$ cat src/rtl/ula_flag_stage_if.sv
// Handshake and payload bundle between the ULA, this flag stage and writeback.
// The slave modport is the stage itself; master is the environment driving it.
interface ula_flag_stage_if #(
    parameter int WIDTH = 32
) ();
    logic             in_valid;
    logic             in_ready;
    logic [WIDTH-1:0] in_a;
    logic [WIDTH-1:0] in_b;
    logic [4:0]       in_opcode;
    logic [WIDTH-1:0] in_result;
    logic             in_flag_we;
    logic             out_valid;
    logic             out_ready;
    logic [WIDTH-1:0] out_result;
    logic [3:0]       out_flags;
    logic [3:0]       flags_q;

    modport slave (
        input  in_valid, in_a, in_b, in_opcode, in_result, in_flag_we, out_ready,
        output in_ready, out_valid, out_result, out_flags, flags_q
    );

    modport master (
        output in_valid, in_a, in_b, in_opcode, in_result, in_flag_we, out_ready,
        input  in_ready, out_valid, out_result, out_flags, flags_q
    );
endinterface

$ cat src/rtl/ula_flag_stage.sv
// Execute-to-writeback stage: derives Z/N/C/V for each ULA result, buffers up to
// two entries in a skid buffer and commits flags when writeback accepts an entry.
module ula_flag_stage #(
    parameter int WIDTH = 32,
    parameter int DEPTH = 2
) (
    input  logic             clk,
    input  logic             rst_n,
    ula_flag_stage_if.slave  bus
);
    // State encoding doubles as the buffer occupancy.
    typedef enum logic [1:0] {
        EMPTY = 2'd0,
        ONE   = 2'd1,
        TWO   = 2'd2
    } state_t;

    state_t           state;
    state_t           state_d;
    logic             in_ready_q;
    logic [3:0]       flags_reg;
    logic [WIDTH-1:0] head_result;
    logic [WIDTH-1:0] tail_result;
    logic [3:0]       head_flags;
    logic [3:0]       tail_flags;
    logic             head_we;
    logic             tail_we;
    logic [3:0]       new_flags;
    logic [WIDTH-1:0] b_eff;
    logic             cin;
    logic             arith;
    logic [WIDTH:0]   sum;
    logic             carry;
    logic             ovf;
    logic             in_hs;
    logic             out_hs;
    logic             load_head;
    logic             load_tail;
    logic             promote;

    assign in_hs  = bus.in_valid & in_ready_q;
    assign out_hs = (state != EMPTY) & bus.out_ready;

    // C and V come from a recomputed adder; Z and N always reflect the ULA result.
    always_comb begin
        b_eff = bus.in_b;
        cin   = 1'b0;
        arith = 1'b1;
        case (bus.in_opcode)
            5'b00000: ;
            5'b00001: cin = 1'b1;
            5'b00011: begin b_eff = '0;        cin = 1'b1; end
            5'b00100: b_eff = ~bus.in_b;
            5'b00101: begin b_eff = ~bus.in_b; cin = 1'b1; end
            5'b00110: b_eff = '1;
            default:  arith = 1'b0;
        endcase
        sum   = {1'b0, bus.in_a} + {1'b0, b_eff} + {{WIDTH{1'b0}}, cin};
        carry = arith & sum[WIDTH];
        ovf   = arith & (bus.in_a[WIDTH-1] == b_eff[WIDTH-1]) & (sum[WIDTH-1] != bus.in_a[WIDTH-1]);
        new_flags = {(bus.in_result == '0), bus.in_result[WIDTH-1], carry, ovf};
    end

    always_comb begin
        state_d   = state;
        load_head = 1'b0;
        load_tail = 1'b0;
        promote   = 1'b0;
        case (state)
            EMPTY: begin
                if (in_hs) begin
                    state_d   = ONE;
                    load_head = 1'b1;
                end
            end
            ONE: begin
                if (in_hs && !out_hs) begin
                    state_d   = TWO;
                    load_tail = 1'b1;
                end else if (out_hs && !in_hs) begin
                    state_d = EMPTY;
                end else if (in_hs && out_hs) begin
                    load_head = 1'b1;
                end
            end
            TWO: begin
                if (out_hs) begin
                    state_d = ONE;
                    promote = 1'b1;
                end
            end
            default: state_d = EMPTY;
        endcase
    end

    always_ff @(posedge clk or negedge rst_n) begin
        if (!rst_n) begin
            state      <= EMPTY;
            in_ready_q <= 1'b0;
            flags_reg  <= 4'b0000;
        end else begin
            state      <= state_d;
            in_ready_q <= (int'(state_d) < DEPTH);
            if (out_hs && head_we) begin
                flags_reg <= head_flags;
            end
        end
    end

    // Head keeps its last contents once drained so the payload stays stable.
    always_ff @(posedge clk or negedge rst_n) begin
        if (!rst_n) begin
            head_result <= '0;
            head_flags  <= 4'b0000;
            head_we     <= 1'b0;
            tail_result <= '0;
            tail_flags  <= 4'b0000;
            tail_we     <= 1'b0;
        end else begin
            if (load_head) begin
                head_result <= bus.in_result;
                head_flags  <= new_flags;
                head_we     <= bus.in_flag_we;
            end else if (promote) begin
                head_result <= tail_result;
                head_flags  <= tail_flags;
                head_we     <= tail_we;
            end
            if (load_tail) begin
                tail_result <= bus.in_result;
                tail_flags  <= new_flags;
                tail_we     <= bus.in_flag_we;
            end
        end
    end

    assign bus.in_ready   = in_ready_q;
    assign bus.out_valid  = (state != EMPTY);
    assign bus.out_result = head_result;
    assign bus.out_flags  = head_flags;
    assign bus.flags_q    = flags_reg;
endmodule

$ cat src/flat_wrapper.sv
// flat-port wrapper written by rule: the top's interface ports become plain ports
module ula_flag_stage_flat 
#(
    parameter int WIDTH = 32,
    parameter int DEPTH = 2
)
  (clk, rst_n, bus_in_valid, bus_in_a, bus_in_b, bus_in_opcode, bus_in_result, bus_in_flag_we, bus_out_ready, bus_in_ready, bus_out_valid, bus_out_result, bus_out_flags, bus_flags_q);
  ula_flag_stage_if #(.WIDTH(WIDTH)) bus_i ();
  input  logic clk;
  input  logic rst_n;
  input wire logic [$bits(bus_i.in_valid)-1:0] bus_in_valid;
  input wire logic [$bits(bus_i.in_a)-1:0] bus_in_a;
  input wire logic [$bits(bus_i.in_b)-1:0] bus_in_b;
  input wire logic [$bits(bus_i.in_opcode)-1:0] bus_in_opcode;
  input wire logic [$bits(bus_i.in_result)-1:0] bus_in_result;
  input wire logic [$bits(bus_i.in_flag_we)-1:0] bus_in_flag_we;
  input wire logic [$bits(bus_i.out_ready)-1:0] bus_out_ready;
  output wire logic [$bits(bus_i.in_ready)-1:0] bus_in_ready;
  output wire logic [$bits(bus_i.out_valid)-1:0] bus_out_valid;
  output wire logic [$bits(bus_i.out_result)-1:0] bus_out_result;
  output wire logic [$bits(bus_i.out_flags)-1:0] bus_out_flags;
  output wire logic [$bits(bus_i.flags_q)-1:0] bus_flags_q;
  assign bus_i.in_valid = bus_in_valid;
  assign bus_i.in_a = bus_in_a;
  assign bus_i.in_b = bus_in_b;
  assign bus_i.in_opcode = bus_in_opcode;
  assign bus_i.in_result = bus_in_result;
  assign bus_i.in_flag_we = bus_in_flag_we;
  assign bus_i.out_ready = bus_out_ready;
  assign bus_in_ready = bus_i.in_ready;
  assign bus_out_valid = bus_i.out_valid;
  assign bus_out_result = bus_i.out_result;
  assign bus_out_flags = bus_i.out_flags;
  assign bus_flags_q = bus_i.flags_q;
  ula_flag_stage #(.WIDTH(WIDTH), .DEPTH(DEPTH)) u_core (.clk(clk), .rst_n(rst_n), .bus(bus_i));
endmodule
$ cat config.mk
export PLATFORM = sky130hd
export DESIGN_NAME = ula_flag_stage_flat
export DESIGN_NICKNAME = d
export VERILOG_FILES = /design/src/rtl/ula_flag_stage_if.sv /design/src/rtl/ula_flag_stage.sv /design/src/flat_wrapper.sv
export SDC_FILE = /design/constraint.sdc
export NUM_CORES = 1
export LEC_CHECK = 0
export CORE_ASPECT_RATIO = 1.75
export CORE_MARGIN = 5
export CORE_UTILIZATION = 40
export CTS_BUF_LIST = sky130_fd_sc_hd__clkbuf_4 sky130_fd_sc_hd__clkbuf_8 sky130_fd_sc_hd__clkbuf_16
export CTS_CLUSTER_SIZE = 10
export DETAILED_ROUTE_END_ITERATION = 16
export DONT_BUFFER_PORTS = 1
export MAX_ROUTING_LAYER = met4
export SLEW_MARGIN = 20
export SYNTH_ARGS = -nofsm -noshare
export SYNTH_HDL_FRONTEND = slang
export SYNTH_SLANG_ARGS = --single-unit
$ cat constraint.sdc
create_clock -name clk -period 3.2 [get_ports clk]
set_input_delay 0.64 -clock clk [delete_from_list [all_inputs] [get_ports clk]]
set_output_delay 0.64 -clock clk [all_outputs]
set_load 0.03 [all_outputs]
==> flow_metrics.tcl <==
set metrics [dict create \
    outcome "finished, final reports clean" \
    power.density_nw_per_um2 880 \
    fmax_ghz 0.346 \
    areaGrowthSynthToFinish_pct 12.3 \
    setup-tns-final_ns 0 \
    critPathBufInv 2 \
    final_cycle_utilization_of_the_critical_path_pct 90.3 \
    postLayoutSetupSlackWorst_ns 0.309 \
    cp_data_arrival_time_ns 3.15 \
    leakage_nw 2.46 \
    cp_cell_sequence "nand2_1, xor2_1, nor3_4, buf_4, buf_4, o22a_1, ha_1, nand4_1, nor2_1, and3_1, o31ai_1, a2111oi_2, nor3_2, o21ai_1" \
    routed-via-count 3447 \
    yosys_warnings 0 \
    crit_path_max_fanout 7 \
    cap_violations 0 \
    cells_after_synth 455 \
    timing.max_slew.rel_slack_pct 59.4 \
    drt-pass1-iter-count 4 \
    reg2reg_depth 6 \
    routed_via_density 5.76 \
    vdd_drop_max_mv 0.702 \
    track_usage_pct 17.1 \
    critPathMostFrequentCell "sky130_fd_sc_hd__buf_4" \
    flop2flop_setup_slack_ns 0.85 \
    globalRouteMet3Util_pct 5.14 \
    ctsHtreeMaxLevel 3 \
    placement.io_buffers 0 \
    finalMaxSlewViolations 0 \
    setup.worst_path.end_class "flop" \
    floorplan.die_area_sq_um 13900 \
    core_area_sq_um 11500 \
    seq_area_frac_synth_pct 42.7 \
    drive_above_1_share_pct 14.9 \
    top_usage_layer_grt "met2" \
    globalRoute.totalOverflow 0 \
    global_route_wire_length_before_repair_um 18300 \
    maximum_number_of_pins_on_one_net_before_global_route_repair 80 \
    critical_path_depth 14 \
    numPlacedInstances 578 \
    worst-endpoint-required_ns 3.45 \
    antenna_cells 0 \
    grt_pass1_vias 3560 \
    post_drt_wl_per_cell_um 19.6 \
    die_x_um 91.3 \
    finalNonFillerCells 598 \
    detail_route.iter0.violations 140 \
    mappedNetlistNets 595 \
    leading_post_synthesis_cells_by_cell_area "sky130_fd_sc_hd__dfrtp_1 43%, sky130_fd_sc_hd__ha_1 9.2%, sky130_fd_sc_hd__mux2i_1 7.3%" \
    dp_hpwl_um 9000 \
    dp_slack_ns -0.556 \
    routabilityCongestion 0.850 \
    fillerInstances 1084 \
    drt-total-wl_um 11700 \
    cts_inserted_buffers 9 \
    setup_viol_count_final 0 \
    netlist_area_sq_um 4630 \
    post_synth_num_cell_types 49 \
    min_path_type "input port to async pin" \
    nNetsFinal 598 \
    cp_top_family "compound AO/OA/AOI/OAI gates" \
    clockBufferDepth 2 \
    globalRouteMet2Util_pct 30.7 \
    least_margin_pin_slew_ns 0.609 \
    die_h_um 152 \
    max_stage_delay_ns 0.41 \
    final-hold-violation-count 0 \
    cts.sinks 79 \
    clk_pin_slew_ns 0.06 \
    share_of_flip_flops_with_an_asynchronous_set_or_reset_pct 100 \
    antenna_found_initial 0 \
    post-synth-top-area-cell "sky130_fd_sc_hd__dfrtp_1" \
    boundaryPins 148 \
    number_of_synthesized_flops_with_an_enable_pin 0 \
    critPathKind "input port to flop" \
    globalRouteMet1Util_pct 16.7 \
    max_stage_delay_cell_worst_path "sky130_fd_sc_hd__a2111oi_2" \
    top_ff_cell_synth "sky130_fd_sc_hd__dfrtp_1" \
    ant_nets 0 \
    post_synth.cell_area_avg_sq_um 10.2 \
    clk_latency_ns 0.33 \
    drc_violations_left 0 \
    initial_core_util_pct 40.4 \
    unrepaired_setup_endpoints_after_global_routing "no" \
    cp-start-kind "input port" \
    clk_root_buffer_cell "sky130_fd_sc_hd__clkbuf_16" \
    period_minus_slack_ns 2.89 \
    rows 52 \
    skew_ns 0.00767 \
    cts_tree "done" \
    netlist.area_leader.share_pct 42.7 \
    ffs_latches_synth 79 \
]
[cell families after synthesis]
kind of cell    after synthesis  synth area share [%]
compound gates              106                  15.4
buf+inv                      30                  2.70
fa+ha+maj                    34                  9.19
xor+xnor                      2                 0.378
mux                          72                  16.6
simple gates                132                  13.1
flops                        79                  42.7
[worst register-to-register path: cells and delay by family, from the launching register on]
kind / cells / cell delay [ns]
AND/OR/NAND/NOR: 3 / 0.64
flip-flops: 1 / 0.50
multiplexers: 1 / 0.41
adder cells (fa/ha/maj): 1 / 0.25
buffers and inverters: 1 / 0.44
[area by class of cell]
cell class / count / area (sq um) / share of cell area (%)
inverter: 5 / 18.8 / 0.361
tap: 135 / 169 / 3.25
clock buffer: 9 / 225 / 4.33
timing repair buffer: 17 / 160 / 3.08
multi-input combinational: 346 / 2550 / 49.1
clock inverter: 7 / 95.1 / 1.83
sequential: 79 / 1980 / 38.0
[cells in the final DEF (no fill, tap or decap), drive strengths merged, types with 3 or more instances in the layout]
cell,count
a21oi,13
buf,17
clkbuf,9
clkinv,3
dfrtp,79
ha,34
inv,6
mux2,38
mux2i,34
nand2,50
nand2b,3
nand3,5
nand4,7
nor2,43
nor2b,3
nor3,3
nor4,8
o21ai,44
o22a,32
[worst paths after layout]
path / startpoint / to
worst max-delay path: bus_in_opcode[1] / u_core.tail_flags[0]$_DFFE_PN0P_
worst min-delay path: rst_n / u_core.bus.out_result[4]$_DFFE_PN0P_
worst max register to register: u_core.state[1]$_DFF_PN0_ / u_core.tail_result[14]$_DFFE_PN0P_
worst min register to register: u_core.tail_flags[0]$_DFFE_PN0P_ / u_core.tail_flags[0]$_DFFE_PN0P_
max in group asynchronous: rst_n / u_core.tail_result[21]$_DFFE_PN0P_
min in group clk: bus_in_result[22] / u_core.bus.out_result[22]$_DFFE_PN0P_
[state kept, by name, indices dropped and copies added, names as in the netlist]
register,cells
u_core.bus.flags_q,4
u_core.tail_flags,4
u_core.tail_we,1
u_core.tail_result,31
u_core.head_we,1
u_core.bus.in_ready,1
u_core.bus.out_result,31
u_core.state,2
u_core.bus.out_flags,4
[layer usage]
metal / vias up / share of wire, % / routed length, um
met5: - / 0 / 0
met1: 1632 / 35 / 4140
met3: 13 / 7.9 / 931
met2: 125 / 55 / 6400
li1: 1677 / - / -
met4: 0 / 2.1 / 247
[metrics by stage]
| stage | cell area (sq um) | utilization, % | power, mW | hold WS [ns] |
|---|---|---|---|---|
| final | 5200 | 45.4 | 4.57 | 0.200 |
| after global routing | 5200 | 45.4 | 4.86 | 0.217 |
| after CTS | 5180 | 45.2 | 4.63 | 0.216 |
| after detailed placement | 4820 | 42.1 | 3.51 | 0.346 |
| after global placement | 4820 | 42.1 | 3.43 | 0.346 |
| after floorplan | 4630 | - | 3.17 | 0.344 |
[timing repair]
item / 4_1_cts / 5_1_grt
setup buffers: 0 / 3
endpoints found under the setup margin: 4 / 4
resized for setup: 1 / 0
hold endpoints to repair: 79 / 0
hold buffers: 1 / 0
pin swaps: 0 / 1
[cells in the mapped netlist, types with 5 or more instances]
library cell	n
sky130_fd_sc_hd__nand3_1	5
sky130_fd_sc_hd__nand2_1	50
sky130_fd_sc_hd__o22a_1	32
sky130_fd_sc_hd__clkbuf_1	14
sky130_fd_sc_hd__mux2_2	24
sky130_fd_sc_hd__dfrtp_1	79
sky130_fd_sc_hd__nand4_1	7
sky130_fd_sc_hd__ha_1	34
sky130_fd_sc_hd__o21ai_0	24
sky130_fd_sc_hd__buf_2	7
sky130_fd_sc_hd__a21oi_1	13
sky130_fd_sc_hd__nor4_1	8
sky130_fd_sc_hd__o21ai_1	20
sky130_fd_sc_hd__mux2_1	14
sky130_fd_sc_hd__mux2i_1	34
sky130_fd_sc_hd__nor2_1	43
[power by group]
group          switching, mW  internal [mW]
logic                  0.639          0.604
clock network          0.405          0.684
registers              0.773           1.47
Power figures use the tool's default switching activity.
